**config.mk**
```make
export PLATFORM = sky130hd
export DESIGN_NAME = fetch_unit
export DESIGN_NICKNAME = d
export VERILOG_FILES = /design/src/rtl/cpu_pkg.sv /design/src/rtl/fetch_addr_sel.sv /design/src/rtl/fetch_unit.sv
export SDC_FILE = /design/constraint.sdc
export NUM_CORES = 1
export LEC_CHECK = 0
export CORE_MARGIN = 10
export CORE_UTILIZATION = 43
export CTS_CLUSTER_SIZE = 12
export DETAILED_ROUTE_END_ITERATION = 10
export PLACE_DENSITY = 0.8
export SETUP_SLACK_MARGIN = 0.15
export SLEW_MARGIN = 30
export SYNTH_ARGS = -nofsm -noshare
export SYNTH_HDL_FRONTEND = slang
export SYNTH_SLANG_ARGS = --single-unit
```
**constraint.sdc**
```tcl
create_clock -name clk -period 2.04 [get_ports clk]
set_input_delay 0.408 -clock clk [delete_from_list [all_inputs] [get_ports clk]]
set_output_delay 0.408 -clock clk [all_outputs]
set_load 0.05 [all_outputs]
```
**src/rtl/cpu_pkg.sv**
```systemverilog
// rtl/cpu_pkg.sv - shared CPU widths, encodings and fetch state type
package cpu_pkg;

    localparam int PC_W   = 12;
    localparam int INST_W = 16;

    typedef logic [PC_W-1:0]   pc_t;
    typedef logic [INST_W-1:0] inst_t;

    localparam inst_t      NOP_INST = 16'h0000;
    localparam logic [3:0] OP_HALT  = 4'hF;

    typedef enum logic [1:0] {
        FETCH_FILL,
        FETCH_RUN,
        FETCH_HALTED
    } fetch_state_e;

    function automatic logic is_halt(input inst_t inst);
        return inst[INST_W-1:INST_W-4] == OP_HALT;
    endfunction

endpackage

```
**src/rtl/fetch_addr_sel.sv**
```systemverilog
// rtl/fetch_addr_sel.sv - fetch address priority mux (redirect > stall replay > pc) plus incrementer
module fetch_addr_sel
    import cpu_pkg::*;
(
    input  logic            redirect_valid,
    input  logic [PC_W-1:0] redirect_pc,
    input  logic            stall,
    input  logic [PC_W-1:0] resp_pc,
    input  logic [PC_W-1:0] next_pc,
    output logic [PC_W-1:0] addr,
    output logic [PC_W-1:0] addr_inc
);

    always_comb begin
        addr = next_pc;
        if (redirect_valid) begin
            addr = redirect_pc;
        end else if (stall) begin
            // replaying the shown slot keeps imem_rdata stable across the stall
            addr = resp_pc;
        end
        addr_inc = addr + PC_W'(1);
    end

endmodule

```
**src/rtl/fetch_unit.sv**
```systemverilog
// rtl/fetch_unit.sv - instruction fetch stage feeding the fetch->decode register
module fetch_unit
    import cpu_pkg::*;
#(
    parameter logic [PC_W-1:0] RESET_PC = 12'h000
) (
    input  logic              clk,
    input  logic              reset,
    input  logic              stall,
    input  logic              redirect_valid,
    input  logic [PC_W-1:0]   redirect_pc,
    output logic              imem_req,
    output logic [PC_W-1:0]   imem_addr,
    input  logic [INST_W-1:0] imem_rdata,
    output logic [PC_W-1:0]   pcF,
    output logic [INST_W-1:0] instF,
    output logic              validF
);

    fetch_state_e state_q, state_d;
    pc_t          pc_q, pc_d;
    pc_t          resp_pc_q, resp_pc_d;
    logic         resp_valid_q, resp_valid_d;

    pc_t          sel_addr, sel_addr_inc;
    logic         halt_now, advance;

    fetch_addr_sel u_addr_sel (
        .redirect_valid (redirect_valid),
        .redirect_pc    (redirect_pc),
        .stall          (stall),
        .resp_pc        (resp_pc_q),
        .next_pc        (pc_q),
        .addr           (sel_addr),
        .addr_inc       (sel_addr_inc)
    );

    always_comb begin
        validF    = resp_valid_q && (state_q != FETCH_HALTED) && !redirect_valid;
        instF     = validF ? imem_rdata : NOP_INST;
        pcF       = resp_pc_q;
        // memory interface is parked while reset is held, whatever the other inputs do
        imem_req  = reset && ((state_q != FETCH_HALTED) || redirect_valid);
        imem_addr = reset ? sel_addr : RESET_PC;

        halt_now  = validF && !stall && is_halt(imem_rdata);
        advance   = redirect_valid || (!stall && (state_q != FETCH_HALTED) && !halt_now);

        state_d      = state_q;
        pc_d         = pc_q;
        resp_pc_d    = resp_pc_q;
        resp_valid_d = resp_valid_q;
        if (advance) begin
            resp_pc_d    = sel_addr;
            pc_d         = sel_addr_inc;
            resp_valid_d = 1'b1;
            state_d      = FETCH_RUN;
        end else if (halt_now) begin
            state_d = FETCH_HALTED;
        end
    end

    always_ff @(posedge clk or negedge reset) begin
        if (!reset) begin
            state_q      <= FETCH_FILL;
            pc_q         <= RESET_PC;
            resp_pc_q    <= '0;
            resp_valid_q <= 1'b0;
        end else begin
            state_q      <= state_d;
            pc_q         <= pc_d;
            resp_pc_q    <= resp_pc_d;
            resp_valid_q <= resp_valid_d;
        end
    end

endmodule

```
; ---- Word level (Yosys, flattened, before mapping)
; Cells that the tools add are included.
[op_classes]
addsub = 1
n_eq_ne = 2
mux = 6
reduce_logical = 13
[op_table]
columns = operator, count
row1 = 2-to-1 mux 12 bit, 3
row2 = 2-to-1 mux 16 bit, 1
row3 = adder 12 x 1 -> 12 bit (second input constant), 1
row4 = logical AND 1 bit, 7
row5 = equality test 4 bit (second input constant), 1
row6 = 2-to-1 mux 2 bit, 2
row7 = zero test 1 bit, 3
row8 = logical OR 1 bit, 2
row9 = inequality test 2 bit (second input constant), 1
row10 = nonzero test 2 bit, 1
[totals]
register_bits = 27
inputBits = 32
output_inout_bits = 42
wordCells = 26

; ---- Longest topological paths before layout
; Gate-level depths: netlist of the first run.
[logic_depth]
depth_word = 9
ltp_mapped = 11
ltp_nobuf = 9

; ---- By module
; A second synthesis of the first run with hierarchy kept.
[hier_totals]
hier_cells = 166
hier_area_um2 = 1931.9
[modules_own_cells]
columns = mod, n_inst, cells_each, area_each_um2, seq_area_each_um2
row1 = fetch_unit, 1, 99, 1357.6, 675.6
row2 = fetch_addr_sel, 1, 67, 574.3, 0.0

; ---- Least setup slack after synthesis of the first run
; OpenSTA, ideal clock, no wires.
[synth_timing]
kind = input -> output
from = input port redirect_valid
to = output port instF[10]
t_arrival_ps = 1978
path_slack_ps = -346
cell_stages = 4
path_cell_list = buf_4 > nor3b_4 > clkbuf_1 > and2_1
[synth_via]
elab_chain_cells = 3
[synth_rtl]
columns = element, line
row1 = start: declaration, fetch_unit.sv:10  ; input logic redirect_valid,
row2 = zero test 1 bit, fetch_unit.sv:39  ; validF = resp_valid_q && (state_q != FETCH_HALTED) && !redirect_valid;
row3 = logical AND 1 bit, fetch_unit.sv:39
row4 = named net validF, fetch_unit.sv:17  ; output logic validF
row5 = 2-to-1 mux 16 bit, fetch_unit.sv:40  ; instF = validF ? imem_rdata : NOP_INST;
row6 = end: declaration, fetch_unit.sv:16  ; output logic [INST_W-1:0] instF,
; The timed path passes the listed nets, and every way through them passes these cells.

; ---- Worst setup path in the final report of the first run
[layout_timing]
from = register pc_q[1]
to = output port imem_addr[1]
[layout_via]
elab_chain_cells = 3
[layout_rtl]
columns = element, line
row1 = start: declaration, fetch_unit.sv:21  ; pc_t pc_q, pc_d;
row2 = start signal: assignment, fetch_unit.sv:71  ; pc_q <= pc_d;
row3 = 2-to-1 mux 12 bit, fetch_addr_sel.sv:18  ; end else if (stall) begin
row4 = 2-to-1 mux 12 bit, fetch_addr_sel.sv:16  ; if (redirect_valid) begin
row5 = 2-to-1 mux 12 bit, fetch_unit.sv:44  ; imem_addr = reset ? sel_addr : RESET_PC;
row6 = end: declaration, fetch_unit.sv:13  ; output logic [PC_W-1:0] imem_addr,
; No other way between the ends.

==> results of run 1 <==
==> layout by cell type, fill, tap and decap left out, types with 5 or more instances in the layout <==
cell type and instances:
o21ai_1 5, dfrtp_1 26, and2_4 16, o21ai_0 15, dlygate4sd2_1 6, nand2_1 23, dlymetal6s2s_1 9, buf_12 30
buf_4 53, buf_6 16, xnor2_1 5, clkdlybuf4s50_1 25, mux2i_4 7, nor2b_2 6, nor2_1 5, mux2_4 11
==> how the worst min path moves through the flow <==
stage | startpoint | endpoint | slack, ns | cells past startpoint
after floorplan | reset | pcF[0] | 0.11 | 0
after global placement | resp_valid_q | resp_valid_q | 0.45 | 1
after detailed placement | resp_valid_q | resp_valid_q | 0.46 | 1
after CTS | reset | pcF[8] | 0.39 | 3
after global routing | reset | pc_q[8] | 0.39 | 3
final | reset | pc_q[8] | 0.41 | 3
==> power by group through the flow <==
stage	clock (mW)	sequential, mW	combinational (mW)
detailed placement	0	0.699	1.21
finish	0.331	0.713	1.54
global route	0.352	0.715	1.58
global placement	0	0.691	1.17
floorplan	0	0.824	0.552
CTS	0.310	0.687	1.32
==> Yosys cell counts (all sizes together) <==
library cell and number:
a21boi 1, a21oi 3, and2 16, and2b 4, and3 1, buf 7, clkbuf 3, clkinv 1
dfrtp 27, ha 1, inv 2, mux2 13, mux2i 11, nand2 25, nand2b 2, nand3 2
nand3b 1, nand4b 2, nor2 6, nor2b 9, nor3 3, nor3b 1, nor4 2, o211ai 1
o21a 1, o21ai 23, xnor2 6, xor2 4
==> metrics by stage <==
stage,util,setup TNS [ns],cell area [sq um]
finish,0.937,-0.0710,3750
detailed placement,0.796,-17.82,3180
CTS,0.870,-0.0133,3480
global placement,0.796,-16.22,3180
floorplan,-,-0.133,1890
global route,0.937,-0.825,3750
==> worst reg2reg max path, stage by stage (launching register included) <==
cell and delay [ns]:
dfrtp_1 0.41, mux2_4 0.29, mux2i_4 0.17, buf_6 0.13
inv_4 0.04, ha_4 0.15, o211ai_1 0.16, nor4_4 0.08
buf_4 0.16, buf_6 0.11, xor2_2 0.15, o21ai_2 0.13
==> routing by layer <==
metal	share of wire	up-vias	global-route usage
met1	0.35	1037	0.204
met2	0.54	130	0.385
li1	-	879	-
met4	0.063	0	0.136
met5	0	-	0.0210
met3	0.053	52	0.0531
==> state kept, by name, summed over array words and instances (netlist names) <==
| name | flops |
|---|---|
| resp_valid_q | 1 |
| state_q | 2 |
| pc_q | 12 |
| pcF | 12 |
==> repair_timing <==
item | in CTS | in global routing
pin swaps | 25 | 9
cloned | 2 | 0
setup buffers | 15 | 14
gates resized for setup | 46 | 45
endpoints found under the setup margin | 60 | 62
==> final cells by class <==
type	instances	area (sq um)
clock buffers	4	45.0
fillers	112	250
inverters	3	26.3
multi-input cells	138	1260
well taps	50	62.6
repair buffers	144	1680
flip-flops and latches	27	677
==> cell families after synthesis <==
| logic type | Yosys count | synth area share |
|---|---|---|
| AND/OR/NAND/NOR | 74 | 0.246 |
| AO/OA/AOI/OAI | 29 | 0.0857 |
| flip-flops | 27 | 0.379 |
| multiplexers | 24 | 0.177 |
| buffers and inverters | 13 | 0.0555 |
| XOR/XNOR | 10 | 0.0492 |
| adder cells (fa/ha/maj) | 1 | 0.00703 |
==> key figures, run 1 <==
Layout
  – Nets: 350
  – Synth-to-layout area growth: 111%
  – Final Non-Filler Cells: 366
  – Share of cells above drive strength 1: 0.573
  – Diodes inserted: 0

Drt
  – Routed vias/inst: 5.73
  – Via Count: 2098
  – Residual DRC: 0
  – Drt pass-1 iters: 4
  – Antenna viol nets, final: 0
  – Post-Route WL: 9630 um
  – Average wire per standard cell: 26.3 um
  – Starting DRT DRC Count: 135

STA
  – Hold Violations, Final: 0
  – Fmax: 482 MHz
  – Skew final: 0.00374 ns
  – Max-slew headroom: 0.650
  – Unrepaired setup endpoints after global routing: yes
  – Actual transition at the worst max-transition pin: 0.524 ns
  – Min Tclk post-route: 2.08 ns
  – Final hold slack: 0.412 ns
  – Final setup margin: -0.0362 ns
  – Final setup violation count: 8
  – Final slew viol count: 0
  – Tcrit/Tclk final: 1.02

Clocking
  – Clk buf depth: 2
  – Clk pin slew, worst setup/hold paths: 0.10 ns
  – Clk sink count: 27
  – CTS Hold Bufs: 0
  – Worst-skew pair later-pin latency: 0.29 ns
  – TritonCTS Buffers: 3
  – CTS Root Cell: clkbuf_8
  – CTS tree: done
  – H-tree levels: 1

Die
  – Die X: 84.3 um
  – Starting Density: 0.445
  – Rows: 23
  – Area of the core: 4000 sq um
  – Die area: 7110 sq um
  – Die Y: 84.3 um
  – I/O Pins: 74

Synth
  – Yosys top cell area share: 0.379
  – FF+latch count, synth: 27
  – Syn_area_per_cell: 10.0 sq um
  – Synthesized area: 1780 sq um
  – Syn Nets: 211
  – Library cells used by synthesis: 37
  – Post-Syn Instances: 178
  – Post-synthesis sequential area ratio: 0.379
  – Post-synth top area cell: dfrtp_1
  – Yosys warns: 0
  – Synth area leaders: dfrtp_1 38%, and2_1 5.6%, nand2_1 5.3%

Pwr
  – Total power: around 2.6 mW
  – Pwr dens: 689 nW/um^2
  – Internal Power: 1.50 mW
  – Sequential share of power: 0.276
  – Maximum vdd ir drop: 0.656 mV
  – Clk network pwr share: 0.128
  – Leakage: 1.73 nW
  – Switching power: 1.09 mW
  – Combinational power share: 0.596
  – Switching Fraction: 0.420

Critical path
  – R2R depth: 11
  – CP Capture Type: primary output
  – Maximum fanout along the worst path: 2
  – Critical Path Max Stage Delay: 0.41 ns
  – RR Endpoint: pc_q[6]
  – FF-to-FF setup slack: -0.01 ns
  – Crit-path slowest cell: dfrtp_1
  – Crit Path Class: reg2out
  – Worst r2r src: pc_q[1]
  – CP Launch Type: register
  – Critical path's top delay family: multiplexers
  – Required time worst endpoint: roughly 1.6 ns
  – Crit-path cells: mux2_4 > mux2i_4 > buf_6 > and2b_2 > buf_12
  – Crit path to: imem_addr[1]
  – Critical path depth: 5
  – Crit. Startpoint: pc_q[1]
  – Worst path bufs/invs: 2
  – Worst EP arrival: 1.67 ns

GRT
  – Initial antenna violation count: 0
  – Number of global-route vias before repair: 2238
  – First-pass GRT wire length: about 12000 um
  – Largest net degree at the start of global routing: 17
  – GRT Util Overall: 0.210
  – Grt total ovfl: 0

Run status
  – Failing checks: negative setup slack
  – Outcome: complete, but fails checks

Place
  – Cells after DPL: 331
  – Number of port buffers: 73
  – Post-DP HPWL: 4840 um
  – Gpl congestion: 0.840
  – Pre-CTS WS: -0.507 ns

Hold path
  – Hold WC Path Type: in2async

Run
  – MaxCap Viol Count: 0
No activity file was read; power rests on OpenSTA's default activity.
==> run 2: changes to the inputs <==
CORE_MARGIN = 1   (was 10)
CORE_UTILIZATION = 45   (was 43)
DONT_BUFFER_PORTS = 1   (was unset)
PLACE_DENSITY = unset   (was 0.8)
==> key figures, run 2 (synthesized netlist as in run 1, its figures left out) <==
STA
  – Actual transition at the worst max-transition pin: 0.561 ns (+0.0376 ns)
  – Final setup violation count: 0 (-8)
  – Max-slew headroom: 0.624 (-0.0262)
  – Total negative slack: 0 ns (+0.0710 ns)
  – Min Tclk post-route: 1.97 ns (-0.104 ns)
  – Unrepaired setup endpoints after global routing: yes
  – Final setup margin: 0.0680 ns (+0.104 ns)
  – Hold Violations, Final: 0 (unchanged)
  – Skew final: 0.00777 ns (+0.00403 ns)
  – Tcrit/Tclk final: 0.967 (-0.0511)
  – Final hold slack: 0.281 ns (-0.130 ns)
  – Fmax: 507 MHz (+5.3%)
  – Final slew viol count: 0 (unchanged)

Die
  – Die X: 64.9 um (-23%)
  – I/O Pins: 74 (unchanged)
  – Die area: 4210 sq um (-41%)
  – Area of the core: 3720 sq um (-7.1%)
  – Starting Density: 0.479 (+0.0340)
  – Die Y: 64.9 um (-23%)
  – Rows: 22 (-4.3%)

Pwr
  – Maximum vdd ir drop: 0.421 mV (-36%)
  – Total power: 2.04 mW (-21%)
  – Pwr dens: 778 nW/um^2 (+13%)
  – Leakage: 1.10 nW (-36%)

Critical path
  – Maximum fanout along the worst path: 5 (+3)
  – CP Capture Type: primary output
  – Crit-path cells: nor2b_4 > nor3b_4 > buf_4 > buf_6 > and2_4
  – Worst EP arrival: 1.56 ns (-0.11 ns)
  – CP Launch Type: register
  – Required time worst endpoint: 1.63 ns (about the same)
  – Crit Path Class: reg2out
  – FF-to-FF setup slack: 0.21 ns (+0.22 ns)
  – Crit-path slowest cell: dfrtp_1
  – Critical Path Max Stage Delay: 0.40 ns (about the same)

Layout
  – Diodes inserted: 0 (unchanged)
  – Share of cells above drive strength 1: 0.539 (-0.0333)
  – End-of-flow core utilization: 0.707 (-0.230)
  – Commonest non-fill, non-tap cells in the layout: 36 x buf_4, 26 x dfrtp_1, 25 x nand2_1, 16 x and2_4, 16 x o21ai_0
  – Final Non-Filler Cells: 276 (-25%)
  – Nets: 262 (-25%)
  – Post-route cell area: 2630 sq um (-30%)
  – Synth-to-layout area growth: 47.6%
  – Most common cell after layout, fill and taps aside: buf_4

Drt
  – Routed vias/inst: 5.34 (-6.8%)
  – Residual DRC: 0 (unchanged)
  – Antenna viol nets, final: 0 (unchanged)
  – Drt pass-1 iters: 4 (unchanged)
  – Post-Route WL: 4880 um (-49%)
  – Starting DRT DRC Count: 43 (-68%)
  – Via Count: 1474 (-30%)
  – Average wire per standard cell: 17.7 um (-33%)

Clocking
  – Clk sink count: 27 (unchanged)
  – CTS tree: done
  – Clk buf depth: 2 (unchanged)
  – Clk pin slew, worst setup/hold paths: 0.09 ns (about the same)
  – CTS Root Cell: clkbuf_8
  – Worst-skew pair later-pin latency: 0.29 ns (about the same)
  – H-tree levels: 1 (unchanged)
  – TritonCTS Buffers: 3 (unchanged)

Run
  – MaxCap Viol Count: 0 (unchanged)

GRT
  – Number of global-route vias before repair: 1450 (-35%)
  – First-pass GRT wire length: 7330 um (-39%)
  – GRT Util Overall: 0.233 (+0.0222)
  – Grt total ovfl: 0 (unchanged)
  – Largest net degree at the start of global routing: 32 (+15)
  – Initial antenna violation count: 0 (unchanged)

Place
  – Post-DP HPWL: 3140 um (-35%)
  – Number of port buffers: 0 (-100%)
  – Pre-CTS WS: 0.0698 ns (+0.577 ns)
  – Cells after DPL: 252 (-24%)
  – Gpl congestion: 0.743 (-12%)
  – DP Area: 2260 sq um (-29%)

Hold path
  – Hold WC Path Type: in2reg

Run status
  – Outcome: finished, final reports clean
## run 2: power breakdown
group	internal [mW]	switching, mW	total (mW)	leakage (nW)
combinational	0.436	0.610	1.05	0.756
clock	0.138	0.184	0.322	0.0255
sequential	0.627	0.0502	0.677	0.320
## run 2: routing by layer
layer	global-route usage	routed length [um]
met3	0.0370	238
met2	0.423	2610
met5	0	0
met1	0.272	1980
met4	0.0833	53
## run 2: worst paths after layout
| kind | depth (start not counted) | to | start |
|---|---|---|---|
| hold reg to reg | 1 | resp_valid_q | resp_valid_q |
| hold / removal | 2 | state_q[0] | stall |
| setup reg to reg | 9 | pc_q[10] | pc_q[0] |
| min in group asynchronous | 2 | pcF[3] | reset |
| max in group asynchronous | 2 | pcF[1] | reset |
| setup / recovery | 5 | instF[8] | state_q[1] |
## run 2: final cells by class
type | count | area (sq um)
clock buffer | 3 | 41.3
clock inverter | 1 | 5.00
fill | 268 | 1090
inverter | 3 | 23.8
multi-input combinational | 138 | 1210
sequential | 27 | 677
tap | 48 | 60.1
timing repair buffer | 56 | 608
## run 2: worst max-delay path, delay by kind of cell (launching register included)
kind / cells / cell delay, ns
and+or+nand+nor: 3 / 0.61
DFF: 1 / 0.40
buffers and inverters: 2 / 0.26
## run 2: timing repair
action,4_1_cts,5_1_grt
hold buffers,2,0
gates resized for setup,19,17
pin swaps,14,7
buffers inserted,10,6
cloned,1,1
endpoints found under the hold margin,27,0
setup endpoints to repair,49,54
